### src/rtl/demux_route_sequencer.sv
// demux_route_sequencer
//   Command stage in front of the 1-to-16 demux. It buffers {select, bit}
//   commands in a small circular FIFO. It replays each command onto S/IN for
//   max(DWELL,1) cycles, then drives one IN=0 gap cycle before the next route
//   so that the demux outputs never glitch between routes.
//
// Parameters
//   DEPTH    command FIFO entries (power of two, >= 2)
//   DWELL_W  width of DWELL
//
// Ports
//   CLK        rising-edge clock
//   RST_N      asynchronous active-low reset
//   CMD_VALID  command present on CMD_SEL/CMD_BIT
//   CMD_READY  FIFO can accept (COUNT < DEPTH), combinational from COUNT
//   CMD_SEL    demux channel for the command
//   CMD_BIT    data bit to route
//   DWELL      hold time in cycles, sampled when a command is popped
//   S          registered select to the demux
//   IN         registered data bit to the demux
//   BUSY       high while a command is being held or in its gap cycle
//   COUNT      FIFO occupancy
module demux_route_sequencer #(
   parameter int DEPTH   = 4,
   parameter int DWELL_W = 4
) (
   input  logic                     CLK,
   input  logic                     RST_N,
   input  logic                     CMD_VALID,
   output logic                     CMD_READY,
   input  logic [3:0]               CMD_SEL,
   input  logic                     CMD_BIT,
   input  logic [DWELL_W-1:0]       DWELL,
   output logic [3:0]               S,
   output logic                     IN,
   output logic                     BUSY,
   output logic [$clog2(DEPTH):0]   COUNT
);

   localparam int PTR_W = $clog2(DEPTH);
   localparam int CNT_W = PTR_W + 1;

   typedef enum logic [1:0] {
      IDLE = 2'd0,
      HOLD = 2'd1,
      GAP  = 2'd2
   } state_t;

   state_t               state, state_nxt;
   logic [4:0]           mem [DEPTH];
   logic [PTR_W-1:0]     rd_ptr, wr_ptr;
   logic [CNT_W-1:0]     count;
   logic [DWELL_W-1:0]   cnt, cnt_nxt;
   logic [3:0]           s_nxt;
   logic                 in_nxt;
   logic                 push, pop;
   logic [4:0]           head;

   // Ready looks only at the registered count, so a full FIFO refuses a push
   // even on the edge where it also pops.
   assign CMD_READY = (count < CNT_W'(DEPTH));
   assign push      = CMD_VALID && CMD_READY;
   assign head      = mem[rd_ptr];
   assign COUNT     = count;
   assign BUSY      = (state != IDLE);

   // A new command is loaded from IDLE or at the end of the gap cycle.
   assign pop = ((state == IDLE) || (state == GAP)) && (count != '0);

   always_ff @(posedge CLK) begin
      if (push) begin
         mem[wr_ptr] <= {CMD_SEL, CMD_BIT};
      end
   end

   always_ff @(posedge CLK or negedge RST_N) begin
      if (!RST_N) begin
         rd_ptr <= '0;
         wr_ptr <= '0;
         count  <= '0;
      end else begin
         if (push) begin
            wr_ptr <= wr_ptr + PTR_W'(1);
         end
         if (pop) begin
            rd_ptr <= rd_ptr + PTR_W'(1);
         end
         case ({push, pop})
            2'b10:   count <= count + CNT_W'(1);
            2'b01:   count <= count - CNT_W'(1);
            default: count <= count;
         endcase
      end
   end

   always_ff @(posedge CLK or negedge RST_N) begin
      if (!RST_N) begin
         state <= IDLE;
         S     <= '0;
         IN    <= 1'b0;
         cnt   <= '0;
      end else begin
         state <= state_nxt;
         S     <= s_nxt;
         IN    <= in_nxt;
         cnt   <= cnt_nxt;
      end
   end

   always_comb begin
      state_nxt = state;
      s_nxt     = S;
      in_nxt    = 1'b0;
      cnt_nxt   = cnt;
      case (state)
         IDLE, GAP: begin
            if (pop) begin
               s_nxt     = head[4:1];
               in_nxt    = head[0];
               cnt_nxt   = (DWELL == '0) ? DWELL_W'(1) : DWELL;
               state_nxt = HOLD;
            end else begin
               state_nxt = IDLE;
            end
         end
         HOLD: begin
            in_nxt = IN;
            if (cnt == DWELL_W'(1)) begin
               in_nxt    = 1'b0;
               state_nxt = GAP;
            end else begin
               cnt_nxt = cnt - DWELL_W'(1);
            end
         end
         default: begin
            state_nxt = IDLE;
         end
      endcase
   end

endmodule
### config.mk
export PLATFORM = sky130hd
export DESIGN_NAME = demux_route_sequencer
export DESIGN_NICKNAME = d
export VERILOG_FILES = /design/src/rtl/demux_route_sequencer.sv
export SDC_FILE = /design/constraint.sdc
export NUM_CORES = 1
export LEC_CHECK = 0
export ABC_AREA = 0
export ABC_CLOCK_PERIOD_IN_PS = 5100
export BUFFER_PORTS_ARGS = -buffer_cell sky130_fd_sc_hd__buf_2
export CAP_MARGIN = 20
export CORE_MARGIN = 2
export CORE_UTILIZATION = 40
export CTS_CLUSTER_DIAMETER = 40
export CTS_CLUSTER_SIZE = 30
export DETAILED_ROUTE_END_ITERATION = 12
export PLACE_DENSITY = 0.58
export SYNTH_ARGS = -nofsm -noshare
export SYNTH_HDL_FRONTEND = slang
export SYNTH_SLANG_ARGS = --single-unit
### constraint.sdc
create_clock -name CLK -period 5.1 [get_ports CLK]
set_input_delay 0.255 -clock CLK [delete_from_list [all_inputs] [get_ports CLK]]
set_output_delay 0.255 -clock CLK [all_outputs]
set_load 0.01 [all_outputs]
# Word level (Yosys, flattened, before mapping)
# Memories as Yosys holds them, arrays and structs flattened.
# Cells that the tools add are included.
# totals
reg_bits,18
ram_bits,20
input_bits,12
out_inout_bits,10
elab_cells,47
n_memories,1
# op_classes
n_addsub,5
order_cmp,1
eq_ne,8
mux,13
n_reduce_logical,12
# memory_table
memory,depth,word_bits,rd,rd_clocked_by_memory_dff,write_ports,line,rtl
mem,4,5,1,0,1,50,logic [4:0] mem [DEPTH];
# op_table
op,count
$mux 4,3
$pmux 4 s2,1
$ne 2x2->1 const B,3
$pmux 3 s2,1
$reduce_bool 2->1,3
$mux 1,5
$add 2x1->2 const B,2
$eq 2x1->1 const B,2
$eq 2x2->1 const B,2
$eq 4x1->1 const B,1
$logic_not 4->1,1
$pmux 2 s2,1
$sub 4x1->4 const B,1
$add 3x1->3 const B,1
$lt 3x3->1 const B,1
$reduce_and 3->1,1
$reduce_bool 3->1,1
$sub 3x1->3 const B,1
$logic_and 1x1->1,2
$logic_not 2->1,1
$mux 2,1
$pmux 1 s2,1
$reduce_and 2->1,1
$reduce_or 2->1,1
$logic_or 1x1->1,1

# Depth between registers and ports, before layout
# Gate-level depths: netlist (run 1).
# depth
word_depth,5
mapped_depth,10
mapped_depth_nobuf,9

# Least setup slack after synthesis (run 1)
# Ideal clock, no wire load.
# synth_path
kind,flip-flop to flip-flop
startpoint,"register count[0], in the netlist COUNT[0]"
endpoint,"register count[2], in the netlist COUNT[2]"
setup_ns,0.080
t_arrival_ns,1.887
required_ns,5.020
setup_slack_ns,3.133
path_stages_with_launch,11
n_path_buf,1
period_less_slack_ns,1.967
path_cell_list,dfrtp_1 > nor3_1 > or2_1 > buf_4 > inv_2 > ha_1 > inv_1 > fa_1 > xor2_1 > nor2_1 > xnor2_1
# synth_between
elab_chain_cells,4
word_cells_on_any_way,10
classes_between,add/sub (2); order compare (1); eq/ne (2); mux (1); reduce/logical (4)
# synth_rtl
item,line,rtl
start: declaration,52,logic [CNT_W-1:0] count;
start signal: assignment,89,2'b10: count <= count + CNT_W'(1);
start signal: assignment,90,2'b01: count <= count - CNT_W'(1);
start signal: assignment,91,default: count <= count;
$reduce_bool 3->1 (*),68,assign pop = ((state == IDLE) || (state == GAP)) && (count != '0);
$logic_and 1x1->1 (*),68,
via pop,56,"logic push, pop;"
$eq 2x1->1 or $eq 2x2->1 (tied branches),88,"case ({push, pop})"
$pmux 3 s2 or $reduce_bool 2->1 (tied branches),n/a,
# Mark *: on every way through the listed nets, which the timed path passes. The rest lies on a longest branch.
# A chain may end at the register's enable or synchronous reset.

# Worst setup path in the final report (run 1)
# Same ends and word-level chain as after synthesis.

==> impl_summary.log, run 1 <==
INFO  metric run_status = completed
INFO  metric cts_inserted_buffers = 5
INFO  metric ff2ff_path_depth = 9
INFO  metric cp_delay_by_family_top = simple AND/OR/NAND/NOR gates
INFO  metric cts_tree = built
INFO  metric placeableCoreArea = 4000 um2
INFO  metric finalNetCount = about 170
INFO  metric routedWlPerCell = about 14 um
INFO  metric path_buf_inv = 2
INFO  metric syn-cell-area = about 1700 um2
INFO  metric grt_first_pass_wirelength = between 4000 and 5000 um
INFO  metric final_core_utilization = 0.478
INFO  metric worstSetupStartpointType = flip-flop
INFO  metric drt-pass1-iter-count = 6
INFO  metric critical_path_required = roughly 5300 ps
INFO  metric flow.area_growth_from_synthesis = 14.6%
INFO  metric syn-mean-instance-area = ~14 um2
INFO  metric sum_of_routed_wire_length_over_all_layers = 2760 um
INFO  metric grt-ovfl-total = 0
INFO  metric hold_end = mem[3][1]
INFO  metric ctsResizeCount = 0
INFO  metric min_path_cells = 1
INFO  metric reg2reg_from = COUNT[0]
INFO  metric ioPinCount = 22
INFO  metric dr_total_vias = just under 1,000
INFO  metric hold_start = CMD_SEL[0]
INFO  metric worst_hold_slack = about 190 ps
INFO  metric syn_inst = 122
INFO  metric max_cap_violations = 0
INFO  metric muxShareOfSynthArea = 0.0825
INFO  metric die_y = 68.6 um
INFO  metric seq_area_frac_synth = 0.630
INFO  metric vdd_ir_drop_max = 0.221 mV
INFO  metric synthDistinctLibCells = 33
INFO  metric insertedDiodeCount = 0
INFO  metric synth_top_family_by_area = simple AND/OR/NAND/NOR gates
INFO  metric totalNegativeSetupSlack = 0 ps
INFO  metric portBuffers = 21
INFO  metric fp.dieW = between 60 and 70 um
INFO  metric drc_errors = 0
INFO  metric crit_path_top_delay_cell = dfrtp_1
INFO  metric tritoncts_num_sinks = 38
INFO  metric floorplan.initialDensity = 0.417
INFO  metric stdcell_area = 1910 um2
INFO  metric placedInstanceArea = roughly 1800 um2
INFO  metric finalCritPeriodShare = 0.415
INFO  metric timing.critical_path.arrival = ~2300 ps
INFO  metric finalSetupViolCount = 0
INFO  metric yosys_warnings = 0
INFO  metric vias_per_cell = between 4 and 5
INFO  metric syn-num-nets = roughly 140
INFO  metric rsz0062_at_grt = no
INFO  metric clkSlewWorstSetupHoldPaths = 70 ps
INFO  metric regToRegEndpoint = COUNT[2]
INFO  metric detailed_place_hpwl = 2060 um
INFO  metric max_freq = approximately 0.47 GHz
INFO  metric clockBufferDepth = 2
INFO  metric grt_usage = 0.140
INFO  metric finalHoldViolCount = 0
INFO  metric pin_count_of_the_biggest_net_entering_global_routing = 19
INFO  metric final.min_clock_period = around 2100 ps
INFO  metric power_per_unit_of_standard_cell_area = around 570 nW/um2
INFO  metric multi_input_comb_area = 546 um2
INFO  metric worst_skew_pair.late_latency = around 280 ps
INFO  metric synth_xor_area_frac = 0.0315
INFO  metric vias_in_the_first_global_route = about 1,000
INFO  metric max_slew.worst_pin.slew = 599 ps
INFO  metric synth.ff_latch_count = 38
INFO  metric fp.dieArea = 4700 um2
INFO  metric min-delay-path-class = input pin to flip-flop
INFO  metric crit_path_max_incr_delay = 420 ps
INFO  metric skew = about 3.3 ps
INFO  metric cp_max_fo = 10
INFO  metric timing.critical_path.to_type = flip-flop
INFO  metric drt_iter0_markers = 37
INFO  metric clock-root-buffer = clkbuf_8
INFO  metric filler_cell_count = approximately 360
INFO  metric initial_antenna_violation_count = 0
INFO  metric slew_violations = 0
INFO  metric register_area = around 1100 um2
INFO  metric complex_gate_fraction_of_the_synthesized_area = 0.0503
INFO  metric layout-drive-gt1-share = 0.209
INFO  metric gp_routability_congestion = between 0.7 and 0.8
INFO  metric adder_cell_share_of_the_synthesized_area = 0.0645
INFO  metric rrSetupSlack = just under 3000 ps
INFO  metric worst_slew_margin_rel = 0.600
INFO  metric crit_path_cell_trace = nor3_1 -> or2_1 -> inv_2 -> ha_1 -> inv_1 -> fa_1 -> xor2_1 -> nor2_1 -> xnor2_1
INFO  metric antenna_left = 0
INFO  metric htree_depth = 2
INFO  metric power_leakage = approximately 0.82 nW
INFO  metric timing_worst_setup_path_type = flip-flop to flip-flop
INFO  metric synthSimpleGateAreaFrac = 0.0983
INFO  metric number_of_core_rows = 23
## cell usage after synthesis
cell,n,area share
mux4_2,1,0.014
edfxtp_1,20,0.36
or2_2,1,0.0038
o21ai_0,5,0.015
nor2b_1,1,0.0038
nand3_1,2,0.0060
xnor2_1,5,0.026
xor2_1,1,0.0053
nor3_1,3,0.0090
inv_2,1,0.0022
nor3b_1,1,0.0045
fa_1,1,0.012
nand2b_1,1,0.0038
ha_1,7,0.053
nand2_1,14,0.032
inv_1,11,0.025
dfrtp_1,18,0.27
and2b_1,1,0.0045
buf_1,1,0.0022
a211oi_1,1,0.0045
o22ai_1,2,0.0075
a22o_1,1,0.0053
buf_6,1,0.0068
clkbuf_1,1,0.0022
or2_1,1,0.0038
mux4_1,4,0.063
a22oi_1,1,0.0045
o31ai_1,1,0.0045
nor2_1,4,0.0090
and2_1,5,0.019
a21oi_1,3,0.0090
mux2i_1,1,0.0060
buf_4,1,0.0045
## worst max path at each step
stage                     cells after the start       end      from
final                                         9  COUNT[2]  COUNT[0]
after CTS                                     9  COUNT[2]  COUNT[0]
after global placement                        9  COUNT[2]  COUNT[0]
after floorplan                              10  COUNT[2]  COUNT[0]
after detailed placement                      9  COUNT[2]  COUNT[0]
after global routing                          9  COUNT[2]  COUNT[0]
## layout by cell type (no fill, tap or decap), drive strengths merged, types with 2 or more instances in the layout
cell type / instances
buf: 21
nand3: 2
mux4: 5
nor3: 3
edfxtp: 20
nor2: 4
clkbuf: 7
o21ai: 5
o22ai: 2
inv: 12
xnor2: 5
nand2: 14
ha: 7
and2: 5
or2: 2
a21oi: 3
dfrtp: 18
## layer usage
layer  part of all wire  vias to the layer above  wire (um)  global-route usage
li1                   -                      475          -                   -
met1               0.44                      469       1220               0.174
met2               0.51                       19       1390               0.224
met3              0.048                        3        133              0.0519
met4             0.0051                        0         14              0.0525
met5                  0                        -          0                   0
## power breakdown
group	internal [mW]	switching [mW]	leakage, nW	total [mW]
clock network	0.109	0.0951	0.0482	0.204
logic	0.180	0.205	0.381	0.385
registers	0.420	0.0708	0.395	0.491
total	0.710	0.371	0.824	1.08
## final cells by class
type                       count  area share
sequential                    38       0.550
clock buffer                   7      0.0452
clock inverter                 1     0.00262
multi-input combinational     68       0.286
timing repair buffer          22      0.0602
tap                           50      0.0327
inverter                      12      0.0236
## repair_timing
action                    CTS  global route
buffers inserted            0             0
hold buffers                1             0
hold endpoints to repair   18             0
## metrics by stage
| stage | setup WS, ps | total power, mW | cells |
|---|---|---|---|
| 2_1_floorplan | 3130 | 0.781 | 122 |
| 3_3_place_gp | 3060 | 0.871 | 189 |
| 3_5_place_dp | 2990 | 0.892 | 189 |
| 4_1_cts | 2960 | 1.10 | 198 |
| 5_1_grt | 2800 | 1.18 | 198 |
| 6_report | 2980 | 1.08 | 198 |
## cells by family (layout without fill, tap and decap cells)
kind of cell / Yosys count / after routing
simple gates: 34 / 34
flops: 38 / 38
xor+xnor: 6 / 6
fa+ha+maj: 8 / 8
compound gates: 14 / 14
buf+inv: 16 / 42
mux: 6 / 6
## sequential cells by signal, indices dropped and copies added (netlist names)
name    count
IN          1
rd_ptr      2
cnt         4
mem        20
wr_ptr      2
COUNT       3
S           4
state       2
No activity file was read; power rests on OpenSTA's default activity.
==> run 2, diff against run 1 <==
--- a/config.mk
+++ b/config.mk
@@ -6,7 +6,7 @@
 export NUM_CORES = 1
 export LEC_CHECK = 0
 export ABC_AREA = 0
-export ABC_CLOCK_PERIOD_IN_PS = 5100
+export ABC_CLOCK_PERIOD_IN_PS = 1700
 export BUFFER_PORTS_ARGS = -buffer_cell sky130_fd_sc_hd__buf_2
 export CAP_MARGIN = 20
 export CORE_MARGIN = 2
@@ -14,7 +14,7 @@
 export CTS_CLUSTER_DIAMETER = 40
 export CTS_CLUSTER_SIZE = 30
 export DETAILED_ROUTE_END_ITERATION = 12
-export PLACE_DENSITY = 0.58
+export PLACE_DENSITY = 0.6
 export SYNTH_ARGS = -nofsm -noshare
 export SYNTH_HDL_FRONTEND = slang
 export SYNTH_SLANG_ARGS = --single-unit
==> constraint.sdc (replaced) <==
create_clock -name CLK -period 1.7 [get_ports CLK]
set_input_delay 0.085 -clock CLK [delete_from_list [all_inputs] [get_ports CLK]]
set_output_delay 0.085 -clock CLK [all_outputs]
set_load 0.01 [all_outputs]
==> run 2 against run 1 <==
Net effect:
- via count rose by 3.5%
- sequential cell count unchanged
- sequential share of layout area is 4.3 points lower
- cell count is 5.6% higher
- register-to-register slack got worse by 3000 ps
- count of clock-buffer cells in the layout shrank 2
- non-clock buffer count rose by 11
- highest routed layer unchanged
- first-iteration DRC count up 81%
- design area is 8.4% higher
- hold slack worse by 170 ps
==> impl_summary.log, run 2 (synthesis gave the netlist of run 1 again) <==
INFO  metric register_name_with_the_most_flops = mem
INFO  metric fp.dieW = 68.6 um (unchanged)
INFO  metric cts_inserted_buffers = 5 (unchanged)
INFO  metric largest_register_ff_count = 20 (unchanged)
INFO  metric power_per_unit_of_standard_cell_area = 1810 nW/um2 (+220%)
INFO  metric power_leakage = 0.902 nW (+9.4%)
INFO  metric run_status = completed
INFO  metric worst_slew_margin_rel = 0.720 (+0.120)
INFO  metric slew_violations = 0 (unchanged)
INFO  metric worst_skew_pair.late_latency = 290 ps (about the same)
INFO  metric max_cap_violations = 0 (unchanged)
INFO  metric pin_count_of_the_biggest_net_entering_global_routing = 19 (unchanged)
INFO  metric vdd_ir_drop_max = 0.739 mV (+230%)
INFO  metric finalHoldViolCount = 0 (unchanged)
INFO  metric crit_path_max_incr_delay = 380 ps (-40 ps)
INFO  metric layout_commonest_cell = buf_2
INFO  metric clkSlewWorstSetupHoldPaths = 80 ps (about the same)
INFO  metric max_slew.worst_pin.slew = 420 ps (-179 ps)
INFO  metric share_seq_of_total_power = 0.390 (-0.065)
INFO  metric detailedPlace.worstSlack = -19.8 ps (-3010 ps)
INFO  metric antenna_left = 0 (unchanged)
INFO  metric finalNetCount = 178 (+6.6%)
INFO  metric path_buf_inv = 2 (unchanged)
INFO  metric cts_tree = built
INFO  metric grt-ovfl-total = 0 (unchanged)
INFO  metric clkPwrFrac = 0.236 (+0.047)
INFO  metric htree_depth = 2 (unchanged)
INFO  metric die_y = 68.6 um (unchanged)
INFO  metric setup_slack = 30.9 ps (-2950 ps)
INFO  metric reg_top3 = mem (20), S (4), cnt (4)
INFO  metric max_freq = 0.599 GHz (+27%)
INFO  metric ioPinCount = 22 (unchanged)
INFO  metric portBuffers = 21 (unchanged)
INFO  metric worstSetupStartpointType = flip-flop
INFO  metric finalSetupViolCount = 0 (unchanged)
INFO  metric vias_in_the_first_global_route = 1,054 (+5.4%)
INFO  metric final_core_utilization = 0.518 (+0.0400)
INFO  metric grt_usage = 0.148 (+0.00752)
INFO  metric grt_first_pass_wirelength = 4890 um (+4.7%)
INFO  metric gp_routability_congestion = 0.698 (-2.7%)
INFO  metric placedInstanceArea = 1890 um2 (+4.7%)
INFO  metric dr_total_vias = 1,000 (+3.5%)
INFO  metric cp_delay_by_family_top = adder cells
INFO  metric finalCritPeriodShare = 0.982 (+0.566)
INFO  metric timing.critical_path.arrival = 1880 ps (-400 ps)
INFO  metric crit_path_top_delay_cell = dfrtp_1
INFO  metric cp_max_fo = 2 (-8)
INFO  metric final.min_clock_period = 1670 ps (-450 ps)
INFO  metric number_of_core_rows = 23 (unchanged)
INFO  metric detailed_place_hpwl = 2100 um (+2.1%)
INFO  metric flow.area_growth_from_synthesis = 24.2%
INFO  metric layout-drive-gt1-share = 0.308 (+0.0987)
INFO  metric min-delay-path-class = input pin to flip-flop
INFO  metric drc_errors = 0 (unchanged)
INFO  metric vias_per_cell = 4.78 (-1.9%)
INFO  metric clock-root-buffer = clkbuf_8
INFO  metric clockBufferDepth = 2 (unchanged)
INFO  metric filler_cell_count = 344 (-3.1%)
INFO  metric timing_worst_setup_path_type = flip-flop to flip-flop
INFO  metric sum_of_routed_wire_length_over_all_layers = 2890 um (+4.7%)
INFO  metric share_comb_of_total_power = 0.374 (+0.017)
INFO  metric stdcell_area = 2070 um2 (+8.4%)
INFO  metric power.switching = 1.19 mW (+220%)
INFO  metric insertedDiodeCount = 0 (unchanged)
INFO  metric floorplan.initialDensity = 0.417 (unchanged)
INFO  metric switching_share = 0.318 (-0.0258)
INFO  metric power_report.internal_total = 2.56 mW (+260%)
INFO  metric routedWlPerCell = 13.8 um (-0.80%)
INFO  metric rsz0062_at_grt = yes
INFO  metric timing.critical_path.to_type = flip-flop
INFO  metric tritoncts_num_sinks = 38 (unchanged)
INFO  metric drt-pass1-iter-count = 4 (-2)
INFO  metric fp.dieArea = 4700 um2 (unchanged)
INFO  metric skew = 6.09 ps (+2.83 ps)
INFO  metric drt_iter0_markers = 67 (+81%)
INFO  metric final_cell_mix = 21 x buf_2, 20 x edfxtp_1, 18 x dfrtp_1
INFO  metric critical_path_required = 1910 ps (-3350 ps)
INFO  metric crit_path_cell_trace = nor3_2 -> or2_4 -> clkinv_4 -> ha_4 -> inv_2 -> fa_2 -> xor2_1 -> nor2_1 -> xnor2_1
INFO  metric placeableCoreArea = 4000 um2 (unchanged)
INFO  metric initial_antenna_violation_count = 0 (unchanged)
==> run 2: metrics by stage <==
stage | std cells | total power [mW] | setup TNS (ps) | hold WS, ps
detailed placement | 197 | 2.84 | -19.8 | 50.3
finish | 209 | 3.74 | 0 | 15.6
global placement | 197 | 2.76 | 0 | 42.6
CTS | 207 | 3.77 | 0 | 1.24
global route | 209 | 4.05 | -116 | 3.61
floorplan | 122 | 2.41 | -159 | -211
==> run 2: what timing repair did <==
| item | in CTS | in global routing |
|---|---|---|
| pin swaps | 1 | 2 |
| buffers inserted | 1 | 2 |
| resized for setup | 1 | 3 |
| hold buffers | 1 | 0 |
| hold endpoints to repair | 18 | 0 |
| endpoints found under the setup margin | 1 | 6 |
==> run 2: final timing paths <==
kind | from | endpoint | slack, ps | depth (start not counted)
worst min register to register | S[1] | S[1] | 470 | 2
max in group asynchronous | RST_N | state[1] | 1140 | 2
worst max register to register | COUNT[2] | COUNT[2] | 30 | 9
worst max-delay path | COUNT[2] | COUNT[2] | 30 | 9
worst min-delay path | CMD_SEL[2] | mem[1][3] | 20 | 1
min in group asynchronous | RST_N | S[1] | 260 | 2
==> run 2: power by group through the flow <==
stage / sequential [mW] / clock [mW] / combinational [mW]
after floorplan: 1.46 / 0 / 0.948
after global placement: 1.47 / 0 / 1.30
after detailed placement: 1.48 / 0 / 1.35
after CTS: 1.46 / 0.908 / 1.40
after global routing: 1.50 / 0.948 / 1.60
final: 1.46 / 0.884 / 1.40
==> run 2: area by class of cell <==
class | instances | area, um2 | area share
clock inverters | 3 | 63.8 | 0.0308
flip-flops and latches | 38 | 1050 | 0.508
repair buffers | 33 | 198 | 0.0955
inverters | 12 | 50.0 | 0.0242
well taps | 50 | 62.6 | 0.0302
multi-input cells | 68 | 577 | 0.279
clock buffers | 5 | 68.8 | 0.0332
==> run 2: routing by layer <==
| metal | track usage | vias to the layer above | share of wire | wire length (um) |
|---|---|---|---|---|
| met1 | 0.177 | 479 | 0.43 | 1250 |
| met3 | 0.0519 | 6 | 0.050 | 145 |
| li1 | - | 499 | - | - |
| met4 | 0.0600 | 0 | 0.016 | 47 |
| met2 | 0.243 | 16 | 0.50 | 1450 |
| met5 | 0 | - | 0 | 0 |
